File: src/rtl/tdm_demux_if.sv
// Bus bundle for the TDM demultiplexer: serial word input side and parallel frame output side.
// ERR_CNT exists only when TDM_DEMUX_ERRCNT_EN is defined.
interface tdm_demux_if #(
    parameter int N_CH = 4,
    parameter int W    = 8
);
    localparam int CW = $clog2(N_CH);

    logic [W-1:0]      DIN;
    logic              DIN_VLD;
    logic              FSYNC;
    logic [N_CH*W-1:0] Y;
    logic              Y_VLD;
    logic [CW-1:0]     CH;
    logic              SYNC_ERR;
`ifdef TDM_DEMUX_ERRCNT_EN
    logic [7:0]        ERR_CNT;
`endif

    modport master (
        output DIN, DIN_VLD, FSYNC,
`ifdef TDM_DEMUX_ERRCNT_EN
        input  ERR_CNT,
`endif
        input  Y, Y_VLD, CH, SYNC_ERR
    );

    modport slave (
        input  DIN, DIN_VLD, FSYNC,
`ifdef TDM_DEMUX_ERRCNT_EN
        output ERR_CNT,
`endif
        output Y, Y_VLD, CH, SYNC_ERR
    );
endinterface

File: src/rtl/tdm_demux.sv
// TDM demultiplexer: de-interleaves N_CH channels into a parallel frame with a one-cycle valid.
// Optional saturating framing-error counter enabled by macro TDM_DEMUX_ERRCNT_EN.
module tdm_demux #(
    parameter int N_CH = 4,
    parameter int W    = 8
) (
    input  logic       CLK,
    input  logic       RST,
    tdm_demux_if.slave bus
);
    localparam int          CW      = $clog2(N_CH);
    localparam logic [CW-1:0] CH_LAST = CW'(N_CH - 1);

    typedef enum logic {S_HUNT, S_RUN} state_t;

    state_t            r_state;
    state_t            w_state_nxt;
    logic [CW-1:0]     r_ch;
    logic [CW-1:0]     w_ch_nxt;
    logic [W-1:0]      r_sh [N_CH-1];
    logic [N_CH*W-1:0] r_y;
    logic              r_y_vld;
    logic              r_sync_err;
    logic              w_wr;
    logic [CW-1:0]     w_wr_idx;
    logic              w_done;
    logic              w_err;
    logic [N_CH*W-1:0] w_frame;

    always_ff @(posedge CLK or posedge RST) begin
        if (RST) begin
            r_state <= S_HUNT;
            r_ch    <= '0;
        end else begin
            r_state <= w_state_nxt;
            r_ch    <= w_ch_nxt;
        end
    end

    // Only the channel-0-qualified word may start or restart a frame.
    always_comb begin
        w_state_nxt = r_state;
        w_ch_nxt    = r_ch;
        w_wr        = 1'b0;
        w_wr_idx    = r_ch;
        w_done      = 1'b0;
        w_err       = 1'b0;
        if (bus.DIN_VLD) begin
            case (r_state)
                S_HUNT: begin
                    if (bus.FSYNC) begin
                        w_wr        = 1'b1;
                        w_wr_idx    = '0;
                        w_ch_nxt    = CW'(1);
                        w_state_nxt = S_RUN;
                    end
                end
                S_RUN: begin
                    if (bus.FSYNC) begin
                        w_err    = (r_ch != '0);
                        w_wr     = 1'b1;
                        w_wr_idx = '0;
                        w_ch_nxt = CW'(1);
                    end else if (r_ch == '0) begin
                        w_err       = 1'b1;
                        w_state_nxt = S_HUNT;
                    end else if (r_ch == CH_LAST) begin
                        w_done   = 1'b1;
                        w_ch_nxt = '0;
                    end else begin
                        w_wr     = 1'b1;
                        w_ch_nxt = r_ch + CW'(1);
                    end
                end
                default: w_state_nxt = S_HUNT;
            endcase
        end
    end

    // The last channel goes straight from DIN into Y, so it needs no shadow slot.
    always_comb begin
        w_frame = '0;
        for (int k = 0; k < N_CH - 1; k++) begin
            w_frame[k*W +: W] = r_sh[k];
        end
        w_frame[(N_CH-1)*W +: W] = bus.DIN;
    end

    always_ff @(posedge CLK or posedge RST) begin
        if (RST) begin
            for (int k = 0; k < N_CH - 1; k++) begin
                r_sh[k] <= '0;
            end
            r_y        <= '0;
            r_y_vld    <= 1'b0;
            r_sync_err <= 1'b0;
        end else begin
            for (int k = 0; k < N_CH - 1; k++) begin
                if (w_wr && (w_wr_idx == CW'(k))) begin
                    r_sh[k] <= bus.DIN;
                end
            end
            if (w_done) begin
                r_y <= w_frame;
            end
            r_y_vld    <= w_done;
            r_sync_err <= w_err;
        end
    end

`ifdef TDM_DEMUX_ERRCNT_EN
    logic [7:0] r_err_cnt;

    always_ff @(posedge CLK or posedge RST) begin
        if (RST) begin
            r_err_cnt <= '0;
        end else if (w_err && (r_err_cnt != 8'hFF)) begin
            r_err_cnt <= r_err_cnt + 8'd1;
        end
    end

    assign bus.ERR_CNT = r_err_cnt;
`endif

    assign bus.Y        = r_y;
    assign bus.Y_VLD    = r_y_vld;
    assign bus.CH       = r_ch;
    assign bus.SYNC_ERR = r_sync_err;
endmodule

File: src/flat_wrapper.sv
// flat-port wrapper written by rule: the top's interface ports become plain ports
module tdm_demux_flat 
#(
    parameter int N_CH = 4,
    parameter int W    = 8
)
  (CLK, RST, bus_DIN, bus_DIN_VLD, bus_FSYNC, bus_Y, bus_Y_VLD, bus_CH, bus_SYNC_ERR);
  tdm_demux_if #(.N_CH(N_CH), .W(W)) bus_i ();
  input  logic CLK;
  input  logic RST;
  input wire logic [$bits(bus_i.DIN)-1:0] bus_DIN;
  input wire logic [$bits(bus_i.DIN_VLD)-1:0] bus_DIN_VLD;
  input wire logic [$bits(bus_i.FSYNC)-1:0] bus_FSYNC;
  output wire logic [$bits(bus_i.Y)-1:0] bus_Y;
  output wire logic [$bits(bus_i.Y_VLD)-1:0] bus_Y_VLD;
  output wire logic [$bits(bus_i.CH)-1:0] bus_CH;
  output wire logic [$bits(bus_i.SYNC_ERR)-1:0] bus_SYNC_ERR;
  assign bus_i.DIN = bus_DIN;
  assign bus_i.DIN_VLD = bus_DIN_VLD;
  assign bus_i.FSYNC = bus_FSYNC;
  assign bus_Y = bus_i.Y;
  assign bus_Y_VLD = bus_i.Y_VLD;
  assign bus_CH = bus_i.CH;
  assign bus_SYNC_ERR = bus_i.SYNC_ERR;
  tdm_demux #(.N_CH(N_CH), .W(W)) u_core (.CLK(CLK), .RST(RST), .bus(bus_i));
endmodule
File: config.mk
export PLATFORM = sky130hd
export DESIGN_NAME = tdm_demux_flat
export DESIGN_NICKNAME = d
export VERILOG_FILES = /design/src/rtl/tdm_demux_if.sv /design/src/rtl/tdm_demux.sv /design/src/flat_wrapper.sv
export SDC_FILE = /design/constraint.sdc
export NUM_CORES = 1
export LEC_CHECK = 0
export CORE_MARGIN = 5
export CORE_UTILIZATION = 40
export CTS_BUF_LIST = sky130_fd_sc_hd__clkbuf_8
export CTS_CLUSTER_SIZE = 10
export DETAILED_ROUTE_END_ITERATION = 10
export PLACE_DENSITY = 0.72
export SLEW_MARGIN = 20
export SYNTH_ARGS = -nofsm -noshare
export SYNTH_HDL_FRONTEND = slang
export SYNTH_SLANG_ARGS = --single-unit
File: constraint.sdc
create_clock -name CLK -period 2.6 [get_ports CLK]
set_input_delay 0.39 -clock CLK [delete_from_list [all_inputs] [get_ports CLK]]
set_output_delay 0.39 -clock CLK [all_outputs]
set_load 0.005 [all_outputs]
# == Word-level counts from Yosys, hierarchy flattened ==
# Index checks and enable logic that the tools add are counted.
# word_totals
regBits,61
latch_bits,0
ramBits,0
mem_bits_ro,0
input_bits,12
output_inout_bits,36
mem_count,0
# classes
add_sub_neg,1
n_mul,0
div,0
magnitude_cmp,0
eq_ne,5
shift,0
muxes,25
bitwise,1
n_reduce_logical,7
# op_table
cell,n
2-to-1 mux 1 bit,16
2-to-1 mux 2 bit,6
"equality test 2 bit, second input constant",2
logical NOT 2 bit,2
case mux 1 bit (2 select lines),2
case mux 2 bit (2 select lines),1
logical AND 1 bit,3
"inequality test 3 bit, second input constant",1
AND reduction 3 bit,1
"adder 2 x 1 -> 2 bit, second input constant",1
"equality test 2 x 1 -> 1 bit, second input constant",1
"inequality test 2 bit, second input constant",1
nonzero test 2 bit,1
NOT 1 bit,1

# == Longest topological paths before layout ==
# depth
word_depth,7
ltp_mapped,6
ltp_nobuf,6

# == Worst setup path after synthesis ==
# Ideal clock, no wire load.
# synth_path
kind,register -> register
startpoint,register u_core.r_ch[0] (netlist: u_core.bus.CH[0])
endpoint,register u_core.r_sh[16] (netlist bit)
setup_ns,0.125
t_arrival_ns,1.760
path_slack_ns,0.715
stages_incl_launch_ff,6
path_buffers,0
cell_sequence,dfrtp_1 > inv_1 > ha_1 > and4bb_2 > o21ai_4 > mux2_2
# synth_between
elab_chain_cells,7
elab_cells_between_ends,11
classes_between,1 x eq/ne; 7 x mux; 3 x reduce/logical
# synth_rtl
item,line_no,source
start: declaration,tdm_demux.sv:18,logic [CW-1:0] r_ch;
start signal: assignment,tdm_demux.sv:36,r_ch <= w_ch_nxt;
equality test 2 bit,tdm_demux.sv:67,end else if (r_ch == CH_LAST) begin
2-to-1 mux 1 bit,tdm_demux.sv:67,
2-to-1 mux 1 bit,tdm_demux.sv:64,end else if (r_ch == '0) begin
2-to-1 mux 1 bit,tdm_demux.sv:59,if (bus.FSYNC) begin
case mux 1 bit (2 select lines),tdm_demux.sv:49,case (r_state)
2-to-1 mux 1 bit,tdm_demux.sv:48,if (bus.DIN_VLD) begin
logical AND 1 bit (*),tdm_demux.sv:99,if (w_wr && (w_wr_idx == CW'(k))) begin
end signal: indexed assignment,tdm_demux.sv:100,r_sh[k] <= bus.DIN;
end: declaration,tdm_demux.sv:20,logic [W-1:0] r_sh [N_CH-1];
# Mark *: on every way between the ends. The rest lies on a longest branch, timed or not.
# A chain may end at the register's enable or synchronous reset.

# == Final worst setup path ==
# layout_path
startpoint,register u_core.r_ch[0] (netlist: u_core.bus.CH[0])
endpoint,register u_core.r_sh[14] (netlist bit)
# Same word-level chain as after synthesis.

==> flow_metrics.tcl <==
set metrics [dict create \
    hold_viol 0 \
    drtIter0Drc 44 \
    synth_compound_area_share_pct 2.775 \
    regToRegSetupSlack_ps 490 \
    cts_resized 0 \
    clockRootBuffer "clkbuf_8" \
    skew_ps 4.631 \
    drive_above_1_share_pct 37.26 \
    slew_headroom_pct 49.71 \
    wl_per_cell_um 15.82 \
    post-route-min-period_ps 2114 \
    synth-main-ff-cell "dfrtp_1" \
    worstHoldPathType "register to register" \
    clockBufferDepth 2 \
    required_ps 2800 \
    p_comb_share_pct 33.8 \
    path_class "register to register" \
    start_kind "register" \
    synthSimpleGateAreaFrac_pct 4.625 \
    syn-num-nets 165 \
    cts_hold_buf 0 \
    synth_top_family_by_area "multiplexers" \
    first_global_vias 1572 \
    drv_cap 0 \
    cts_tree "yes" \
    yosysSeqAreaShare_pct 62.69 \
    clk_latency_ps 320 \
    synth-seq-cells 61 \
    synth_xor_area_share_pct 0 \
    via_per_inst 4.850 \
    layout.nets 223 \
    synth_top_area_share_pct 62.69 \
    syn_to_final_growth_pct 31.09 \
    pin_count 48 \
    fin_util_pct 53.91 \
    ant_nets 0 \
    synth_common_cells "61 x dfrtp_1, 55 x mux2_2, 6 x inv_1" \
    outcome "completed" \
    clkSlewWorstSetupHoldPaths_ps 60 \
    hpwl_um 3167 \
    p_int_w 0.002672 \
    p_sw_w 0.0009701 \
    chipWidth_um 88.02 \
    drc 0 \
    fin_crit_sh_pct 81.29 \
    numCtsBuffers 9 \
    synth_top_area_cell "dfrtp_1" \
    synth_adder_area_share_pct 1.542 \
    p_sw_share_pct 26.63 \
    grt_max_degree 39 \
    die_h_um 88.02 \
    place.gp.congestion 0.7883 \
    yosysWarnings 0 \
    antenna_found_initial 0 \
    port_buffers 47 \
    fmax_ghz 0.4731 \
    postSynthCellCount 150 \
    wirelength_um 4541 \
    setup_viol 0 \
    gr-usage-all-layers_pct 13.51 \
    start_util_pct 41.12 \
    seq_power_share_pct 44.2 \
    grt_overflow 0 \
    synth_edf_count 0 \
    drt_pass1_iterations 4 \
    synth.most_common_cell "dfrtp_1" \
    cts_sinks 61 \
    power.density_nw_per_um2 1141 \
    drv_slew 0 \
    setup_tns_ps 0 \
    irDropWorstVdd_uv 527.8 \
    rsz0062_at_grt "false" \
    grt_pass1_wl_um 7879 \
    dieArea_um2 7748 \
    synth_area_leaders "dfrtp_1 63%, mux2_2 25%, buf_4 1.5%" \
    postCtsSetupBuffers 0 \
    htree_levels 3 \
    synthMuxAreaShare_pct 25.90 \
    syn_avg_cell_area_um2 16.23 \
    p_clk_share_pct 21.9 \
    diodes 0 \
    worst_pin_slew_ps 753.2 \
    async_flop_share_pct 100.0 \
    fp-row-count 28 \
    synth_cell_types 22 \
    arrival_ps 2320 \
    crit_fanout 8 \
    leakagePower_nw 1.448 \
    cp-end-kind "register" \
    synthesis.area_um2 2435 \
    via_count 1392 \
    core_region_area_um2 5921 \
]
==> power by group through the flow <==
stage                     logic [W]  clock network, W  registers (W)
after global placement      0.00123                 0        0.00162
after floorplan            0.000622                 0        0.00158
after global routing        0.00135          0.000868        0.00167
after detailed placement    0.00125                 0        0.00163
final                       0.00123          0.000799        0.00161
after CTS                   0.00126          0.000827        0.00162
==> worst paths after layout <==
kind,from,end,cells past startpoint
max,u_core.bus.CH[0],u_core.r_sh[14],5
min,u_core.r_sh[8],u_core.r_sh[8],1
max reg2reg,u_core.bus.CH[0],u_core.r_sh[14],5
min reg2reg,u_core.r_sh[8],u_core.r_sh[8],1
max in group asynchronous,RST,u_core.r_sh[14],3
min in group asynchronous,RST,u_core.bus.Y[16],2
==> critical path, cell delays in order, from the launching register on <==
cell and delay (ps):
dfrtp_1 490, inv_1 150, ha_1 380, nand4b_4 150, nor3_4 430, mux2_2 390
==> logic make-up (layout without fill, tap and decap cells) <==
group	after synthesis	count (layout)
flip-flops	61	61
multiplexers	56	56
buffers and inverters	11	73
AND/OR/NAND/NOR	10	10
AO/OA/AOI/OAI	9	9
adder cells (fa/ha/maj)	3	3
==> flip-flops by register name, indices dropped and copies added (netlist names) <==
register             cells
u_core.bus.Y_VLD         1
u_core.bus.SYNC_ERR      1
u_core.bus.CH            2
u_core.r_state           1
u_core.r_sh             24
u_core.bus.Y            32
==> per-stage QoR <==
stage	power [W]	worst slack, ps	cell area [um^2]	std cells	hold WS [ps]
after floorplan	0.002202	697.0	2435	150	454.1
after global placement	0.002847	431.6	2999	272	469.6
after detailed placement	0.002880	391.0	2999	272	475.5
after CTS	0.003706	453.5	3192	287	489.4
after global routing	0.003891	322.9	3192	287	509.2
final	0.003642	486.4	3192	287	486.0
==> cell type report <==
cell class,count,area (um^2)
fill,489,2729
inverter,6,22.52
sequential,61,1526
clock buffer,11,151.4
tap,75,93.84
multi-input combinational,78,848.3
timing repair buffer,52,508.0
clock inverter,4,41.29
==> routing by layer <==
layer / vias up / share of wire (%) / GRT usage, %
li1: 645 / - / -
met1: 704 / 44 / 17.05
met2: 37 / 48 / 21.44
met3: 6 / 6.8 / 6.397
met4: 0 / 0.75 / 2.885
met5: - / 0 / 0
==> layout by cell type, fill, tap and decap left out <==
cell	n
buf_4	5
and4bb_2	1
a21boi_0	1
a41oi_1	1
nand4bb_1	1
a21oi_1	1
inv_1	8
nand2_1	1
inv_2	1
nand4_2	1
bufinv_16	1
mux2_2	55
nor2b_1	2
ha_1	3
o21ai_0	2
nand4b_4	1
mux2_1	1
o22ai_1	1
dfrtp_1	61
o21ai_4	1
clkdlybuf4s50_1	47
clkbuf_8	11
nor3_4	2
a31oi_1	1
a22oi_1	1
nor2_1	1
Note: power is estimated with default switching activity, not from simulation.
